### src/rtl/qpsk_pkg.sv
// Shared QPSK definitions: symbol timing default, splitter FSM encoding and the
// scrambler LFSR seed/taps shared with the receive-side descrambler.
package qpsk_pkg;

  localparam int SAMPLE_DEF = 100;
  localparam int CNT_W_DEF  = 7;

  typedef enum logic {
    ST_IDLE = 1'b0,
    ST_RUN  = 1'b1
  } out_state_e;

  // x^7 + x^4 + 1, shifting toward bit 6
  localparam logic [6:0] LFSR_SEED   = 7'h7F;
  localparam int         LFSR_TAP_HI = 6;
  localparam int         LFSR_TAP_LO = 3;

  function automatic logic [6:0] lfsr_next(input logic [6:0] s);
    return {s[5:0], s[LFSR_TAP_HI] ^ s[LFSR_TAP_LO]};
  endfunction

endpackage

### src/rtl/qpsk_scrambler.sv
// Additive scrambler: XORs each accepted bit with the LFSR MSB, stepping the
// LFSR only when a bit is actually taken.
module qpsk_scrambler
  import qpsk_pkg::*;
(
  input  logic clk,
  input  logic rst_n,
  input  logic en,
  input  logic bit_i,
  output logic bit_o
);

  logic [6:0] lfsr;

  always_ff @(posedge clk or negedge rst_n) begin
    if (!rst_n)  lfsr <= LFSR_SEED;
    else if (en) lfsr <= lfsr_next(lfsr);
  end

  assign bit_o = bit_i ^ lfsr[LFSR_TAP_HI];

endmodule

### src/rtl/iq_split.sv
// Serial-to-IQ splitter: pairs accepted bits (Q first, then I) and holds each
// symbol for SAMPLE clocks. Define IQ_SPLIT_SCRAMBLE_EN to scramble input bits.
module iq_split
  import qpsk_pkg::*;
#(
  parameter int SAMPLE = SAMPLE_DEF,
  parameter int CNT_W  = CNT_W_DEF
) (
  input  logic clk,
  input  logic rst_n,
  input  logic bit_i,
  input  logic bit_valid_i,
  output logic bit_ready_o,
  output logic sym_I_o,
  output logic sym_Q_o,
  output logic sym_valid_o,
  output logic sym_strobe_o,
  output logic underrun_o
);

  localparam logic [CNT_W-1:0] CNT_LAST = CNT_W'(SAMPLE - 1);

  out_state_e       state, state_nxt;
  logic [CNT_W-1:0] cnt;
  logic             pair_full;
  logic             phase_i;     // 0: next bit is Q, 1: next bit is I
  logic             q_buf, i_buf;
  logic             accept, stored_bit;
  logic             load, undr;

  assign bit_ready_o = !pair_full;
  assign accept      = bit_valid_i & bit_ready_o;

`ifdef IQ_SPLIT_SCRAMBLE_EN
  qpsk_scrambler u_scr (
    .clk   (clk),
    .rst_n (rst_n),
    .en    (accept),
    .bit_i (bit_i),
    .bit_o (stored_bit)
  );
`else
  assign stored_bit = bit_i;
`endif

  // Collect side; a load never coincides with an I-phase accept since ready
  // is low whenever a pair is waiting.
  always_ff @(posedge clk or negedge rst_n) begin
    if (!rst_n) begin
      phase_i   <= 1'b0;
      q_buf     <= 1'b0;
      i_buf     <= 1'b0;
      pair_full <= 1'b0;
    end else begin
      if (accept) begin
        phase_i <= ~phase_i;
        if (!phase_i) q_buf <= stored_bit;
        else          i_buf <= stored_bit;
      end
      if (load)                  pair_full <= 1'b0;
      else if (accept & phase_i) pair_full <= 1'b1;
    end
  end

  always_ff @(posedge clk or negedge rst_n) begin
    if (!rst_n) state <= ST_IDLE;
    else        state <= state_nxt;
  end

  always_comb begin
    state_nxt = state;
    load      = 1'b0;
    undr      = 1'b0;
    case (state)
      ST_IDLE: begin
        if (pair_full) begin
          load      = 1'b1;
          state_nxt = ST_RUN;
        end
      end
      ST_RUN: begin
        if (cnt == CNT_LAST) begin
          if (pair_full) begin
            load = 1'b1;
          end else begin
            undr      = 1'b1;
            state_nxt = ST_IDLE;
          end
        end
      end
      default: state_nxt = ST_IDLE;
    endcase
  end

  // Symbol outputs only move at a load or when falling back to idle.
  always_ff @(posedge clk or negedge rst_n) begin
    if (!rst_n) begin
      cnt          <= '0;
      sym_I_o      <= 1'b0;
      sym_Q_o      <= 1'b0;
      sym_valid_o  <= 1'b0;
      sym_strobe_o <= 1'b0;
      underrun_o   <= 1'b0;
    end else begin
      sym_strobe_o <= load;
      underrun_o   <= undr;
      if (load) begin
        cnt         <= '0;
        sym_I_o     <= i_buf;
        sym_Q_o     <= q_buf;
        sym_valid_o <= 1'b1;
      end else if (undr) begin
        cnt         <= '0;
        sym_I_o     <= 1'b0;
        sym_Q_o     <= 1'b0;
        sym_valid_o <= 1'b0;
      end else if (state == ST_RUN) begin
        cnt <= cnt + 1'b1;
      end
    end
  end

endmodule
### config.mk
export PLATFORM = sky130hd
export DESIGN_NAME = iq_split
export DESIGN_NICKNAME = d
export VERILOG_FILES = /design/src/rtl/qpsk_pkg.sv /design/src/rtl/qpsk_scrambler.sv /design/src/rtl/iq_split.sv
export SDC_FILE = /design/constraint.sdc
export NUM_CORES = 1
export LEC_CHECK = 0
export BUFFER_PORTS_ARGS = -buffer_cell sky130_fd_sc_hd__buf_4
export CORE_MARGIN = 4
export CORE_UTILIZATION = 54
export DETAILED_ROUTE_END_ITERATION = 12
export PLACE_DENSITY_LB_ADDON = 0.12
export SETUP_SLACK_MARGIN = 0.4
export SYNTH_ARGS = -nofsm -noshare
export SYNTH_HDL_FRONTEND = slang
export SYNTH_SLANG_ARGS = --single-unit
### constraint.sdc
create_clock -name clk -period 1.6 [get_ports clk]
set_input_delay 0.24 -clock clk [delete_from_list [all_inputs] [get_ports clk]]
set_output_delay 0.24 -clock clk [all_outputs]
set_load 0.01 [all_outputs]
[Word level (Yosys, flattened, before mapping)]
Index checks and enable logic that the tools add are counted.
Storage, ports and cells
  register bits after elaboration: 17
  logic and storage cells: 40
  input bits: 4
  output and inout bits: 6
Cells by class
  bitwise logic cells: 4
  equality and inequality tests: 1
  mux-type cells: 17
  reduce and logical (&&, ||, !) cells: 6
  $add $sub $neg: 1
Operator list (count)
  two-way mux 7 bit: 3
  two-way mux 1 bit: 12
  adder 7 x 1 -> 7 bit, second input constant: 1
  == test 7 bit, second input constant: 1
  case mux 1 bit (2 select lines): 2
  AND reduction 2 bit: 2
  nonzero test 2 bit: 2
  nonzero test 3 bit: 1
  bitwise AND 1 bit: 2
  NOT 1 bit: 2
  logical NOT 1 bit: 1

[Logic depth before layout (Yosys ltp)]
Gate-level depths: netlist of run 1.
  word-level depth: 5
  gate-level depth with buffers: 4
  gate-level depth less buffers: 4

[Worst setup path before layout of run 1]
Ideal clock, no wire load.
  path type: register -> register
  from: reg cnt[0]
  to: reg cnt[6]
  path buffers: 0
  required time: 1.474 ns
  setup slack: 0.256 ns
  library setup time: 0.126 ns
  cell stages (with the launch flop): 5
  data arrival time: 1.218 ns
  period minus slack after synthesis: 1.344 ns
  path through: dfrtp_1 ha_1 nand3_1 o21a_1 a221o_1
On the way
  longest elaborated chain between the ends: 5
  elaborated cells between the ends (all ways): 10
  those cells by class: 1 x add/sub; 1 x eq/ne; 7 x mux; 1 x reduce/logical
RTL lines
  start, declared: RTL line iq_split.sv:24  | logic [CNT_W-1:0] cnt;
  start signal, assigned: RTL line iq_split.sv:118  | cnt <= cnt + 1'b1;
  branches (longest 5 deep; another with adder 7 x 1 -> 7 bit)
Several ways; the timed one is not identified. The select of a mux whose other input is x is not followed.
A chain may end at the register's enable or synchronous reset.

[Worst setup path in the final report of run 1]
  from: reg pair_full
  to: reg sym_I_o
On the way
  longest elaborated chain between the ends: 4
  elaborated cells between the ends (all ways): 8
  those cells by class: 7 x mux; 1 x reduce/logical
RTL lines
  start, declared: RTL line iq_split.sv:25  | logic pair_full;
  start signal, assigned: RTL line iq_split.sv:53  | pair_full <= 1'b0;
  start signal, assigned: RTL line iq_split.sv:60  | if (load) pair_full <= 1'b0;
  start signal, assigned: RTL line iq_split.sv:61  | else if (accept & phase_i) pair_full <= 1'b1;
  two-way mux 1 bit, on equally long branches: RTL line iq_split.sv:76, iq_split.sv:83
  two-way mux 1 bit: RTL line iq_split.sv:82  | if (cnt == CNT_LAST) begin
  case mux 1 bit (2 select lines) or two-way mux 1 bit (tied branches): RTL line iq_split.sv:74  | case (state)
  two-way mux 1 bit or nonzero test 2 bit (tied branches)
  end signal, assigned: RTL line iq_split.sv:109  | sym_I_o <= i_buf;
  end, declared: RTL line iq_split.sv:14  | output logic sym_I_o,
Parallel ways exist; a longest one is shown, timed or not.

==> results of run 1 <==
## critical path: cells and delay by family (launching register included)
family | cells | cell delay [ns]
AO/OA/AOI/OAI | 1 | 0.26
buffers and inverters | 2 | 0.27
flip-flops | 1 | 0.44
multiplexers | 1 | 0.24
AND/OR/NAND/NOR | 1 | 0.06
## repair_timing
item	4_1_cts	5_1_grt
hold buffers	1	0
setup endpoints to repair	15	17
pin swaps	10	8
buffers inserted	14	6
endpoints found under the hold margin	17	0
gates resized for setup	22	15
## worst max path at each step
stage	startpoint	slack, ns	to
floorplan	cnt[0]	0.32	cnt[6]
global placement	cnt[2]	0.24	cnt[5]
detailed placement	cnt[0]	0.21	cnt[1]
CTS	cnt[0]	0.26	cnt[6]
global route	pair_full	0.15	sym_I_o
finish	pair_full	0.24	sym_I_o
## through the flow
step | hold WS, ns | utilization (%) | instance area (sq um)
floorplan | -0.05559 | - | 850.8
global placement | 0.1119 | 69.14 | 944.7
detailed placement | 0.1131 | 69.14 | 944.7
CTS | 0.1742 | 86.54 | 1182
global route | 0.1772 | 93.50 | 1277
finish | 0.1895 | 93.50 | 1277
## synth_stat cells (all sizes together), types with 2 or more instances
master | n | share of area, %
nor2b | 2 | 1.5
nor4 | 2 | 1.5
inv | 4 | 1.8
nand3 | 2 | 1.2
a221o | 3 | 3.7
nor2 | 8 | 3.7
a21oi | 3 | 2.3
dfrtp | 17 | 52
nand2 | 5 | 2.3
mux2i | 2 | 2.5
mux2 | 2 | 2.8
o21ai | 5 | 3.1
nand2b | 2 | 1.5
## layer usage
layer  share of wire, %  vias up  track usage [%]
li1                   -      349                -
met1                 44      423            31.82
met4                2.2        0            11.05
met2                 50       38            40.65
met5                  0        -                0
met3                4.7        8            5.747
## cells by family (layout without fill, tap and decap cells)
group / count (synthesis) / in the layout / share of synthesized area (%)
compound gates: 20 / 20 / 19.05
xor+xnor: 2 / 2 / 2.151
fa+ha+maj: 1 / 1 / 1.536
buf+inv: 6 / 41 / 2.917
flops: 17 / 17 / 52.23
mux: 4 / 4 / 5.223
simple gates: 26 / 26 / 16.90
## flip-flops by register name, summed over array words and instances, names as in the netlist
signal,count
cnt,7
i_buf,1
pair_full,1
phase_i,1
q_buf,1
state,1
sym_I_o,1
sym_Q_o,1
sym_strobe_o,1
sym_valid_o,1
underrun_o,1
## final cells by class
type,count,area (sq um)
sequential,17,431.7
timing repair buffer,33,280.3
clock buffer,3,22.52
inverter,4,22.52
multi-input combinational,53,496.7
tap,15,18.77
fill,44,88.84
clock inverter,1,5.005
## where the power goes
group / total [W] / internal [W] / switching [W]
clock network: 0.000235 / 0.0000928 / 0.000142
logic: 0.000954 / 0.000541 / 0.000413
registers: 0.000804 / 0.000587 / 0.000217
==> out/qor.csv, run 1 <==
stage,metric,value,unit
outcome,status,finished clean,
die,die_h,46.84,microns
cts,cts-buffers-inserted,3,
synthesis,avgSynthCellArea,10.72,sq um
setup_path,rr_worst_depth,5,
cells_and_area,diodes,0,
power_and_ir_drop,vdd_drop_max,1506,uV
power_and_ir_drop,total_leakage_power,0.5746,nW
hold_path,holdPathStages,2,
setup_path,r2r-end,sym_I_o,
global_route,grt_overflow,0,
sta,setup_ws,0.2370,ns
synthesis,synth-seq-cells,17,
setup_path,max_stage_delay,0.44,ns
hold_path,min_to,q_buf,
cts,cts_sinks,17,
setup_path,crit_fanout,4,
place,port_buffers,9,
hold_path,hp-start,bit_i,
sta,min_period_over_period,85.19,%
synthesis,yosysSeqAreaShare,52.23,%
global_route,grt_pass1_vias,796,
sta,finClkSkew,0.008371,ns
die,die_width,46.84,microns
cells_and_area,area_growth,56.84,%
synthesis,synth_cells,76,
detailed_routing,num_vias,818,
detailed_routing,vias_per_cell,6.492,
detailed_routing,drt_pre_antenna_iters,4,
sta,final-hold-violation-count,0,
cells_and_area,stdcell_count,126,
cts,htree_levels,1,
detailed_routing,routedWlPerCell,21.43,microns
sta,tightest_slew,0.3701,ns
detailed_routing,first_iter_violations,39,
run,drv_cap,0,
cells_and_area,layout_common_cells,"24 x buf_4, 12 x dfrtp_1, 8 x buf_6",
synthesis,ys_types,35,
synthesis,ys.flop_type,dfrtp_1,
global_route,grt_max_degree,18,
setup_path,crit_path_start_kind,flop,
detailed_routing,drc_errors,0,
cells_and_area,nets,117,
sta,drv_slew,0,
global_route,grt_antenna_before_repair,0,
die,io-pin-count,10,
synthesis,synth_area,814.5,sq um
sta,slew_headroom,75.06,%
place,post-place-ws,0.2141,ns
detailed_routing,drtAntennaViolNets,0,
setup_path,crit_slowest_cell,dfrtp_2,
hold_path,hold_class,input port to flop,
cells_and_area,drive_above_1_share,58.56,%
global_route,grt_usage,25.06,%
setup_path,arrival,1.55,ns
place,place_inst,101,
cells_and_area,layout_commonest_cell,buf_4,
sta,finalSetupTns,0,ns
die,num_rows,13,
cts,root_buffer,clkbuf_4,
setup_path,reg2reg_slack,0.24,ns
die,start_util,59.62,%
sta,setup_viol,0,
setup_path,end_kind,flop,
setup_path,worstPathRequired,1.79,ns
die,die_area,0.002194,sq mm
power_and_ir_drop,power.total,0.001994,W
place,gp_congestion,0.7664,
setup_path,path_cells,buf_6 -> buf_6 -> mux2i_1 -> nor2_1 -> a221o_1,
die,core,0.001366,sq mm
cts,clkLatencyLatePin,0.29,ns
synthesis,yosys_warnings,0,
synthesis,async_flop_share,100.0,%
cts,clkTransAtPathRegs,0.11,ns
cts,cts_tree,built,
synthesis,synth_edf_count,0,
power_and_ir_drop,power_density,1561,mW/mm^2
setup_path,critPathMostFrequentCell,buf_6,
sta,rsz0062_at_grt,yes,
synthesis,syn-num-nets,81,
global_route,grt_pass1_wl,3.760,mm
sta,min_period,1.363,ns
sta,fmax,0.7337,GHz
cts,clk_path_buf_depth,2,
setup_path,path_class,flop to flop,
place,dp_hpwl,1.232,mm
detailed_routing,wl,2.700,mm
setup_path,timing.rr.start,pair_full,
No activity file was read; power rests on OpenSTA's default activity.
==> run 2, diff against run 1 <==
Settings changed: CORE_UTILIZATION 54 to 49.
Clock period 1.6 ns to 1.1 ns, I/O delays scaled along.
==> run 2 against run 1 <==
The run now ends with negative setup slack left. Wire length down 10%. Clock skew up 0.0089 ns. Global-route usage down 4.0 points. Setup slack worse by 0.53 ns. Worst hold slack worse by 0.083 ns. Design area up 3.9%. Core utilization down 7.4 points. Clock power up 52%. Register-to-register slack worse by 0.53 ns. Non-clock buffer count up 5. Largest cell class unchanged. Sequential cell count unchanged. First-iteration DRC count down 59%.
==> out/qor.csv, run 2 (synthesis gave the netlist of run 1 again) <==
stage,metric,value,unit,change
run,drv_cap,0,,unchanged
detailed_routing,first_iter_violations,16,,-59%
cells_and_area,diodes,0,,unchanged
cts,clk_path_buf_depth,2,,unchanged
setup_path,end_kind,flop,,
cells_and_area,area_growth,62.98,%,
detailed_routing,routedWlPerCell,18.33,microns,-14%
cts,htree_levels,1,,unchanged
power_and_ir_drop,comb_power_share,52.3,%,+4.4 points
cells_and_area,largest_reg_flops,7,,unchanged
setup_path,reg2reg_slack,-0.30,ns,-0.53 ns
power_and_ir_drop,p_sw,0.001116,W,+44%
hold_path,hp-start,bit_i,,
setup_path,r2r-end,sym_Q_o,,
cts,cts_sinks,17,,unchanged
setup_path,crit_path_start_kind,flop,,
detailed_routing,wl,2.420,mm,-10%
global_route,grt_max_degree,18,,unchanged
die,num_rows,14,,+1
sta,drv_slew,0,,unchanged
detailed_routing,drt_pre_antenna_iters,4,,unchanged
sta,finalSetupTns,-3.269,ns,-3.269 ns
hold_path,hold_class,input port to flop,,
detailed_routing,drc_errors,0,,unchanged
die,core,0.001541,sq mm,+13%
global_route,grt_usage,21.01,%,-4.0 points
cells_and_area,stdcell_count,132,,+4.8%
sta,rsz0062_at_grt,yes,,
cts,clkLatencyLatePin,0.31,ns,+0.02 ns
power_and_ir_drop,power_density,2279,mW/mm^2,+46%
detailed_routing,vias_per_cell,5.992,,-7.7%
place,place_area,0.001086,sq mm,+15%
outcome,violations,negative setup slack,,
sta,min_period_over_period,127.0,%,+42 points
power_and_ir_drop,swShare,36.90,%,-1.9 points
cells_and_area,fillers,76,,+73%
hold_path,min_to,q_buf,,
die,start_util,52.84,%,-6.8 points
setup_path,timing.rr.start,cnt[1],,
sta,slew_headroom,79.75,%,+4.7 points
power_and_ir_drop,vdd_drop_max,1799,uV,+19%
place,gp_congestion,0.8067,,+5.3%
hold_path,holdPathStages,2,,unchanged
sta,tightest_slew,0.3020,ns,-0.06816 ns
setup_path,rr_worst_depth,5,,unchanged
cells_and_area,nets,122,,+4.3%
cts,cts-buffers-inserted,3,,unchanged
setup_path,worstPathRequired,1.29,ns,-0.50 ns
sta,setup_viol,17,,+17
sta,min_period,1.397,ns,+0.03411 ns
detailed_routing,drtAntennaViolNets,0,,unchanged
sta,finClkSkew,0.01722,ns,+0.008851 ns
cells_and_area,drive_above_1_share,54.31,%,-4.2 points
sta,final-hold-violation-count,0,,unchanged
place,dp_hpwl,1.361,mm,+11%
power_and_ir_drop,total_leakage_power,0.6075,nW,+5.7%
cts,clkTransAtPathRegs,0.11,ns,about the same
cells_and_area,layout_common_cells,"21 x buf_4, 16 x buf_6, 15 x dfrtp_1",,
die,die_h,48.77,microns,+4.1%
detailed_routing,num_vias,791,,-3.3%
cts,root_buffer,clkbuf_4,,
power_and_ir_drop,p_int,0.001909,W,+56%
global_route,grt_pass1_vias,775,,-2.6%
setup_path,arrival,1.58,ns,+0.03 ns
outcome,status,"finished, violations left",,
setup_path,crit_fanout,4,,unchanged
power_and_ir_drop,clkPwrFrac,11.8,%,about the same
cells_and_area,top_register,cnt,,
place,post-place-ws,-0.2229,ns,-0.4370 ns
global_route,grt_pass1_wl,3.822,mm,+1.6%
sta,setup_ws,-0.2971,ns,-0.5341 ns
die,die_width,48.77,microns,+4.1%
setup_path,crit_slowest_cell,dfrtp_1,,
setup_path,path_cells,buf_6 -> ha_4 -> nor2b_4 -> a21oi_4 -> a221o_1,,
cts,cts_tree,built,,
setup_path,path_class,flop to flop,,
global_route,grt_antenna_before_repair,0,,unchanged
setup_path,max_stage_delay,0.40,ns,-0.04 ns
place,place_inst,118,,+17%
die,die_area,0.002379,sq mm,+8.4%
cells_and_area,fin_area,0.001328,sq mm,+3.9%
place,port_buffers,9,,unchanged
die,io-pin-count,10,,unchanged
cells_and_area,layout_commonest_cell,buf_4,,
global_route,grt_overflow,0,,unchanged
power_and_ir_drop,seq_power_share,35.9,%,-4.5 points
sta,fmax,0.7158,GHz,-2.4%
[run 2: what timing repair did]
action                     4_1_cts  5_1_grt
setup endpoints to repair       23       23
hold buffers                     1        0
pin swaps                       10        9
resized for setup               21       11
setup buffers                    7        2
hold endpoints to repair        17        0
[run 2: area by class of cell]
class / instances / area (sq um) / share of cell area (%)
multi-input cells: 53 / 485.5 / 36.57
flip-flops and latches: 17 / 427.9 / 32.23
repair buffers: 38 / 347.8 / 26.20
clock buffers: 4 / 26.28 / 1.979
inverters: 4 / 20.02 / 1.508
well taps: 16 / 20.02 / 1.508
[run 2: layer usage]
metal | track usage (%) | vias up | share of wire, %
li1 | - | 363 | -
met1 | 26.72 | 394 | 42
met2 | 32.17 | 27 | 51
met3 | 4.893 | 7 | 4.7
met4 | 12.56 | 0 | 2.5
met5 | 0 | - | 0
[run 2: metrics by stage]
stage          util (%)  total power [W]  hold WS (ns)
2_1_floorplan         -         0.001642       -0.1306
3_3_place_gp      70.45         0.002039       0.03792
3_5_place_dp      70.45         0.002094       0.04117
4_1_cts           81.74         0.002719        0.1027
5_1_grt           86.12         0.003190       0.09177
6_report          86.12         0.003025        0.1067
[run 2: worst max path at each step]
stage	startpoint	to
after global routing	cnt[1]	sym_Q_o
after global placement	cnt[1]	sym_Q_o
after CTS	cnt[0]	cnt[5]
after floorplan	cnt[0]	cnt[6]
final	cnt[1]	sym_Q_o
after detailed placement	cnt[1]	sym_Q_o
[run 2: critical path, delay by kind of cell (launching register included)]
family,cells,cell delay (ns)
adder cells (fa/ha/maj),1,0.17
AO/OA/AOI/OAI,2,0.40
buffers and inverters,1,0.12
AND/OR/NAND/NOR,1,0.18
flip-flops,1,0.40
[run 2: power by group through the flow]
stage | registers [W] | logic, W | clock network [W]
3_3_place_gp | 0.00104 | 0.00100 | 0
5_1_grt | 0.00111 | 0.00169 | 0.000392
6_report | 0.00108 | 0.00158 | 0.000358
3_5_place_dp | 0.00105 | 0.00104 | 0
4_1_cts | 0.00106 | 0.00131 | 0.000351
2_1_floorplan | 0.00107 | 0.000576 | 0
